<file path="src/rtl/ins_fetcher_if.sv">
// Instruction-fetch memory port.
//   master (fetcher): drives mem_req_valid/mem_req_addr, receives
//                     mem_req_ready, mem_resp_valid, mem_resp_data.
//   slave  (memory) : the mirror image.
interface ins_fetcher_if;
    logic        mem_req_valid;
    logic [31:0] mem_req_addr;
    logic        mem_req_ready;
    logic        mem_resp_valid;
    logic [31:0] mem_resp_data;

    modport master (
        output mem_req_valid, mem_req_addr,
        input  mem_req_ready, mem_resp_valid, mem_resp_data
    );
    modport slave (
        input  mem_req_valid, mem_req_addr,
        output mem_req_ready, mem_resp_valid, mem_resp_data
    );
endinterface

</file>
<file path="src/rtl/ins_fetcher.sv">
// Instruction fetcher: issues one word fetch at a time and buffers up to
// two {pc, ins} pairs for the decoder.
// Ports:
//   clk_in, rst_in          clock, synchronous active-low reset
//   rdy_in                  global ready, low freezes all state
//   ins_ready/ins/pc        FIFO head toward decoder (zero when empty)
//   IFetcher_stall          decoder holds the head
//   IFetcher_clear/new_addr redirect: flush and restart at new_addr
//   mem                     memory request/response port (master)
module ins_fetcher (
    input  logic          clk_in,
    input  logic          rst_in,
    input  logic          rdy_in,
    output logic          ins_ready,
    output logic [31:0]   ins,
    output logic [31:0]   pc,
    input  logic          IFetcher_stall,
    input  logic          IFetcher_clear,
    input  logic [31:0]   IFetcher_new_addr,
    ins_fetcher_if.master mem
);
    typedef enum logic {IDLE = 1'b0, WAIT = 1'b1} state_e;

    state_e           state_q, state_d;
    logic [1:0]       count_q;
    logic             discard_q;
    logic [31:0]      fetch_pc_q;
    logic [31:0]      inflight_pc_q;
    logic [1:0][31:0] fifo_pc_q;
    logic [1:0][31:0] fifo_ins_q;

    logic req_fire, resp_hit, push, pop;
    logic unused_addr_lsbs;

    assign unused_addr_lsbs = ^IFetcher_new_addr[1:0];

    assign req_fire = mem.mem_req_valid && mem.mem_req_ready;
    assign resp_hit = rdy_in && (state_q == WAIT) && mem.mem_resp_valid;
    // A clear drops the arriving word too; count guard makes overflow impossible.
    assign push     = resp_hit && !discard_q && !IFetcher_clear && (count_q != 2'd2);
    assign pop      = ins_ready && !IFetcher_stall && !IFetcher_clear && rdy_in;

    assign ins_ready = (count_q != 2'd0);
    assign pc        = ins_ready ? fifo_pc_q[0]  : 32'd0;
    assign ins       = ins_ready ? fifo_ins_q[0] : 32'd0;

    // FSM: state register
    always_ff @(posedge clk_in) begin
        if (!rst_in)     state_q <= IDLE;
        else if (rdy_in) state_q <= state_d;
    end

    // FSM: next state (a clear while waiting keeps waiting; discard drops the word)
    always_comb begin
        state_d = state_q;
        case (state_q)
            IDLE:    if (req_fire) state_d = WAIT;
            WAIT:    if (mem.mem_resp_valid) state_d = IDLE;
            default: state_d = IDLE;
        endcase
    end

    // FSM: outputs. Request is held off while reset is asserted so the
    // port reads idle during reset.
    always_comb begin
        mem.mem_req_valid = rst_in && rdy_in && (state_q == IDLE) &&
                            (count_q < 2'd2) && !IFetcher_clear;
        mem.mem_req_addr  = fetch_pc_q;
    end

    // Datapath: fetch pointer, discard flag, 2-entry shift FIFO (entry 0 = head)
    always_ff @(posedge clk_in) begin
        if (!rst_in) begin
            count_q       <= 2'd0;
            discard_q     <= 1'b0;
            fetch_pc_q    <= 32'd0;
            inflight_pc_q <= 32'd0;
            fifo_pc_q     <= '0;
            fifo_ins_q    <= '0;
        end else if (rdy_in) begin
            if (IFetcher_clear) begin
                count_q    <= 2'd0;
                fetch_pc_q <= {IFetcher_new_addr[31:2], 2'b00};
                // Only a still-pending response needs to be swallowed later.
                discard_q  <= (state_q == WAIT) && !mem.mem_resp_valid;
            end else begin
                if (req_fire) begin
                    inflight_pc_q <= fetch_pc_q;
                    fetch_pc_q    <= fetch_pc_q + 32'd4;
                end
                if (resp_hit) discard_q <= 1'b0;
                case ({push, pop})
                    2'b10: begin
                        if (count_q == 2'd0) begin
                            fifo_pc_q[0]  <= inflight_pc_q;
                            fifo_ins_q[0] <= mem.mem_resp_data;
                        end else begin
                            fifo_pc_q[1]  <= inflight_pc_q;
                            fifo_ins_q[1] <= mem.mem_resp_data;
                        end
                        count_q <= count_q + 2'd1;
                    end
                    2'b01: begin
                        fifo_pc_q[0]  <= fifo_pc_q[1];
                        fifo_ins_q[0] <= fifo_ins_q[1];
                        count_q       <= count_q - 2'd1;
                    end
                    2'b11: begin
                        if (count_q == 2'd1) begin
                            fifo_pc_q[0]  <= inflight_pc_q;
                            fifo_ins_q[0] <= mem.mem_resp_data;
                        end else begin
                            fifo_pc_q[0]  <= fifo_pc_q[1];
                            fifo_ins_q[0] <= fifo_ins_q[1];
                            fifo_pc_q[1]  <= inflight_pc_q;
                            fifo_ins_q[1] <= mem.mem_resp_data;
                        end
                    end
                    default: ;
                endcase
            end
        end
    end
endmodule

</file>
<file path="src/flat_wrapper.sv">
// flat-port wrapper written by rule: the top's interface ports become plain ports
module ins_fetcher_flat 
  (clk_in, rst_in, rdy_in, ins_ready, ins, pc, IFetcher_stall, IFetcher_clear, IFetcher_new_addr, mem_mem_req_valid, mem_mem_req_addr, mem_mem_req_ready, mem_mem_resp_valid, mem_mem_resp_data);
  ins_fetcher_if mem_i ();
  input  logic clk_in;
  input  logic rst_in;
  input  logic rdy_in;
  output logic ins_ready;
  output logic [31:0] ins;
  output logic [31:0] pc;
  input  logic IFetcher_stall;
  input  logic IFetcher_clear;
  input  logic [31:0] IFetcher_new_addr;
  output wire logic [$bits(mem_i.mem_req_valid)-1:0] mem_mem_req_valid;
  output wire logic [$bits(mem_i.mem_req_addr)-1:0] mem_mem_req_addr;
  input wire logic [$bits(mem_i.mem_req_ready)-1:0] mem_mem_req_ready;
  input wire logic [$bits(mem_i.mem_resp_valid)-1:0] mem_mem_resp_valid;
  input wire logic [$bits(mem_i.mem_resp_data)-1:0] mem_mem_resp_data;
  assign mem_mem_req_valid = mem_i.mem_req_valid;
  assign mem_mem_req_addr = mem_i.mem_req_addr;
  assign mem_i.mem_req_ready = mem_mem_req_ready;
  assign mem_i.mem_resp_valid = mem_mem_resp_valid;
  assign mem_i.mem_resp_data = mem_mem_resp_data;
  ins_fetcher u_core (.clk_in(clk_in), .rst_in(rst_in), .rdy_in(rdy_in), .ins_ready(ins_ready), .ins(ins), .pc(pc), .IFetcher_stall(IFetcher_stall), .IFetcher_clear(IFetcher_clear), .IFetcher_new_addr(IFetcher_new_addr), .mem(mem_i));
endmodule
</file>
<file path="config.mk">
export PLATFORM = sky130hd
export DESIGN_NAME = ins_fetcher_flat
export DESIGN_NICKNAME = d
export VERILOG_FILES = /design/src/rtl/ins_fetcher_if.sv /design/src/rtl/ins_fetcher.sv /design/src/flat_wrapper.sv
export SDC_FILE = /design/constraint.sdc
export NUM_CORES = 1
export LEC_CHECK = 0
export BUFFER_PORTS_ARGS = -buffer_cell sky130_fd_sc_hd__buf_2
export CORE_MARGIN = 1.5
export CORE_UTILIZATION = 44
export DETAILED_ROUTE_END_ITERATION = 8
export GPL_TIMING_DRIVEN = 0
export PLACE_DENSITY = 0.62
export SLEW_MARGIN = 20
export SYNTH_ARGS = -nofsm -noshare
export SYNTH_HDL_FRONTEND = slang
export SYNTH_SLANG_ARGS = --single-unit
export TNS_END_PERCENT = 30
</file>
<file path="constraint.sdc">
create_clock -name clk_in -period 5 [get_ports clk_in]
set_input_delay 1 -clock clk_in [delete_from_list [all_inputs] [get_ports clk_in]]
set_output_delay 1 -clock clk_in [all_outputs]
set_load 0.01 [all_outputs]
</file>
# Word-level counts from Yosys, hierarchy flattened
# Index checks and enable logic that the tools add are counted.
word_totals:
  word_cells: 77
  in_bits: 71
  regBits: 196
op_classes:
  eq_ne: 8
  add_sub_neg: 3
  bitwise_logic: 2
  magnitude_cmp: 1
  n_reduce_logical: 31
  muxes: 23
ops:
  columns: ["op", "count"]
  rows:
  - ["$mux 32", 12]
  - ["$pmux 32 s3", 2]
  - ["$pmux 32 s2", 2]
  - ["$add 32x3->32 const B", 1]
  - ["$logic_and 1x1->1", 14]
  - ["$reduce_bool 2->1", 4]
  - ["$ne 2x2->1 const B", 3]
  - ["$reduce_and 2->1", 3]
  - ["$reduce_bool 3->1", 2]
  - ["$reduce_and 5->1", 1]
  - ["$eq 2x1->1 const B", 2]
  - ["$eq 2x2->1 const B", 2]
  - ["$logic_not 1->1", 4]
  - ["$mux 1", 4]
  - ["$pmux 2 s2", 1]
  - ["$reduce_and 4->1", 1]
  - ["$reduce_and 3->1", 1]
  - ["$add 2x1->2 const B", 1]
  - ["$logic_not 2->1", 1]
  - ["$lt 2x2->1 const B", 1]
  - ["$mux 2", 1]
  - ["$ne 2x1->1 const B", 1]
  - ["$not 1->1", 2]
  - ["$pmux 1 s2", 1]
  - ["$sub 2x1->2 const B", 1]

# Longest topological paths before layout
logic_depth:
  word_depth: 8
  depth_mapped: 8

# Worst setup path before layout
# No wires, ideal clock.
synth_timing:
  path_kind: "reg2out"
  startpoint: "reg u_core.count_q[1]"
  endpoint: "out pc[1]"
  path_slack_ns: 2.453
  arrival_time_ns: 1.547
  stages_incl_launch_ff: 7
  n_path_buf: 3
  path_cell_list: "dfxtp_1 > inv_1 > ha_1 > clkbuf_1 > clkbuf_1 > nor2b_1 > buf_4"
synth_via:
  elab_chain_len: 2
synth_lines:
  columns: ["item", "line_no", "source"]
  rows:
  - ["start: declaration", "ins_fetcher.sv:25", "logic [1:0] count_q;"]
  - ["start signal: assignment", "ins_fetcher.sv:101", "count_q <= count_q + 2'd1;"]
  - ["start signal: assignment", "ins_fetcher.sv:106", "count_q <= count_q - 2'd1;"]
  - ["$reduce_bool 2->1", "ins_fetcher.sv:43", "assign ins_ready = (count_q != 2'd0);"]
  - ["$mux 32", "ins_fetcher.sv:44", "assign pc = ins_ready ? fifo_pc_q[0] : 32'd0;"]
  - ["end: declaration", "flat_wrapper.sv:10", "output logic [31:0] pc;"]
# Every way passes these cells.

# Final worst setup path
# Ends and elaborated chain as after synthesis.

==> run_results.csv <==
group,metric,value,unit
synthesis,synth_largest_area_cell,"dfxtp_1",
power_and_ir_drop,power_density,294,nW/um2
place,placed_area,9890,um2
cts,ctsResizeCount,0,
synthesis,synth_edf_count,0,
power_and_ir_drop,power,3.07,mW
cts,cts_buffers,17,
timing,setup_tns,0,ns
timing,fin_hold_ws,0.448,ns
timing,timing.clock.skew,0.0146,ns
setup_path,cp-end-kind,"output port",
layout,drive_above_1_share,19.8,%
synthesis,async_reset_ff_share,0,%
cts,cts.hold.buffers_added,0,
layout,final_cell_area,10400,um2
cts,cts_num_sinks,189,
timing,worst_pin_slew,0.948,ns
synthesis,syn_inst,1075,
layout,layout.nets,1333,
synthesis,netlist_area,8740,um2
timing,rsz0062_at_grt,"no",
synthesis,synth_ff_type,"dfxtp_1",
place,place.gp.congestion,0.946,
synthesis,synth.avg_cell_area,8.13,um2
timing,setup_violations,0,
timing,period_share,70.1,%
drt,via_count,8109,
cts,cts_tree,"built",
floorplan,dieArea,20700,um2
power_and_ir_drop,leakage,3.68,nW
cts,clockBufferDepth,2,
floorplan,start_util,44.9,%
cts,postCtsSetupBuffers,0,
global_routing,grt_pass1_wl,40000,um
synthesis,ys_seq_area_share,43.3,%
drt,drt_pass1_iterations,5,
setup_path,path_cells,"inv_1, ha_1, clkbuf_1, clkbuf_1, nor2b_1, buf_4, buf_2",
drt,post_drt_via_cell_ratio,5.28,
status,status,"finished clean",
setup_path,path_common_cell,"clkbuf_1",
drt,drtIter0Drc,466,
global_routing,antenna_found_initial,0,
setup_path,worstSetupStartpointType,"flip-flop",
floorplan,die_y,144,um
place,portBuffers,163,
setup_path,critPathSlowestCell,"clkbuf_1",
drt,wl_met2,11500,um
cts,clkSlewWorstSetupHoldPaths,0.07,ns
setup_path,cpPeakStageDelay,0.55,ns
drt,route.met3.wl,1550,um
cts,clk_latency,0.44,ns
layout,syn_to_final_growth,19.5,%
setup_path,critPathKind,"flip-flop to output port",
synthesis,synth_area_leaders,"dfxtp_1 (43%), nand2_1 (9.6%), mux2i_1 (7.6%), a21oi_1 (7.1%), a211oi_1 (5.8%)",
timing,fin_crit,3.51,ns
place,dp_hpwl,18800,um
cts,cts_max_level,4,
layout,antennaDiodeCount,0,
timing,relSlewSlack,36.2,%
floorplan,die_width,144,um
cts,clock-root-buffer,"clkbuf_16",
synthesis,ys_types,67,
floorplan,top_level_ports,169,
timing,finalHoldViolCount,0,
setup_path,critPathMaxFanout,10,
setup_path,required,4.00,ns
synthesis,yosysWarnings,0,
global_routing,grt_max_degree,17,
setup_path,crit_arrival,2.51,ns
drt,drc,0,
job,cap_violations,0,
drt,postRouteAntennaNets,0,
drt,wl_met1,12100,um
power_and_ir_drop,ir_drop,247,uV
synthesis,synth.top_cell.area_share,43.3,%
global_routing,grt_pass1_vias,7367,
global_routing,track_usage,25.1,%
timing,drv_slew,0,
drt,top_layer,"met4",
drt,wl_per_cell,16.6,um
floorplan,core,19500,um2
floorplan,rows,51,
timing,max_freq,285,MHz
hold_path,hp-class,"flip-flop to flip-flop",
synthesis,ys_ff_latch,189,
global_routing,gr-total-overflow,0,
drt,finalWirelength,25500,um
[registers in the layout, summed over array words and instances (netlist names)]
signal / flops
u_core.mem.mem_req_addr: 30
u_core.fifo_ins_q: 64
u_core.state_q: 1
u_core.fifo_pc_q: 61
u_core.discard_q: 1
u_core.count_q: 2
u_core.inflight_pc_q: 30
[synthesized netlist by cell type (all sizes together), types with 3 or more instances]
| cell | count |
|---|---|
| nand2 | 223 |
| nor2 | 85 |
| ha | 4 |
| a22oi | 3 |
| or2 | 4 |
| nor2b | 64 |
| dfxtp | 189 |
| o22ai | 5 |
| a211oi | 67 |
| and4 | 3 |
| inv | 9 |
| nand3 | 23 |
| a21o | 3 |
| o21ai | 19 |
| o211ai | 6 |
| or3 | 6 |
| a31oi | 5 |
| buf | 41 |
| clkbuf | 52 |
| o31ai | 3 |
| nor4 | 10 |
| mux2i | 66 |
| a21oi | 124 |
| nor3 | 13 |
| nand4 | 11 |
| and3 | 5 |
[worst max-delay path: cells and delay by family (launching register included)]
kind,cells,cell delay [ns]
adders and majority gates,1,0.25
buffers and inverters,5,1.33
DFF,1,0.39
and+or+nand+nor,1,0.10
[layout make-up]
| cell class | instances | area, um2 |
|---|---|---|
| Timing Repair Buffer | 163 | 816 |
| Clock inverter | 13 | 118 |
| Buffer | 93 | 447 |
| Inverter | 9 | 33.8 |
| Fill cell | 1955 | 9020 |
| Multi-Input combinational cell | 785 | 4480 |
| Clock buffer | 19 | 433 |
| Sequential cell | 189 | 3780 |
| Tap cell | 265 | 332 |
[routing by layer]
layer	track usage, %	vias to the layer above
li1	-	4081
met4	6.98	0
met3	4.83	34
met5	0	-
met1	35.0	3714
met2	39.2	280
[metrics by stage]
| stage | setup WS [ns] | instances | utilization, % |
|---|---|---|---|
| 5_1_grt | 1.28 | 1536 | 53.6 |
| 6_report | 1.49 | 1536 | 53.6 |
| 3_3_place_gp | 1.97 | 1504 | 50.8 |
| 4_1_cts | 1.45 | 1536 | 53.6 |
| 2_1_floorplan | 2.45 | 1076 | - |
| 3_5_place_dp | 1.92 | 1504 | 50.8 |
[cell usage in the layout, fill, tap and decap left out, types with 6 or more instances in the layout]
master / count
inv_1: 8
nand4_1: 8
nand3_1: 22
nor4_1: 7
o211ai_1: 6
nor3_1: 11
nor2_1: 84
clkbuf_1: 52
buf_6: 6
a21oi_1: 124
o21ai_0: 18
a211oi_1: 67
mux2i_1: 66
dfxtp_1: 189
clkbuf_16: 17
buf_2: 191
or3_1: 6
nor2b_1: 64
nand2_1: 223
[where the power goes]
part	internal (mW)	leakage [nW]	switching [mW]
Clock	0.688	0.256	0.606
Sequential	1.53	1.53	0.0297
Combinational	0.0790	1.89	0.141
[worst paths after layout]
kind                                     startpoint                   end  slack [ns]  cells past startpoint
worst max-delay path              u_core.count_q[1]                 pc[1]        1.49                      7
worst max register to register    u_core.count_q[0]  u_core.fifo_pc_q[42]        2.53                      7
worst min-delay path            u_core.fifo_pc_q[1]   u_core.fifo_pc_q[1]        0.45                      2
worst min register to register  u_core.fifo_pc_q[1]   u_core.fifo_pc_q[1]        0.45                      2
[kinds of logic after synthesis]
logic type	Yosys count	share of synthesized area [%]
and+or+nand+nor	459	24.9
AOI/OAI and AO/OA	251	17.7
DFF	189	43.3
buffers and inverters	102	5.50
muxes	68	7.82
adders and majority gates	4	0.573
other	1	0.0429
xor gates and xnor gates	1	0.100
(Power assumes the default switching activity.)
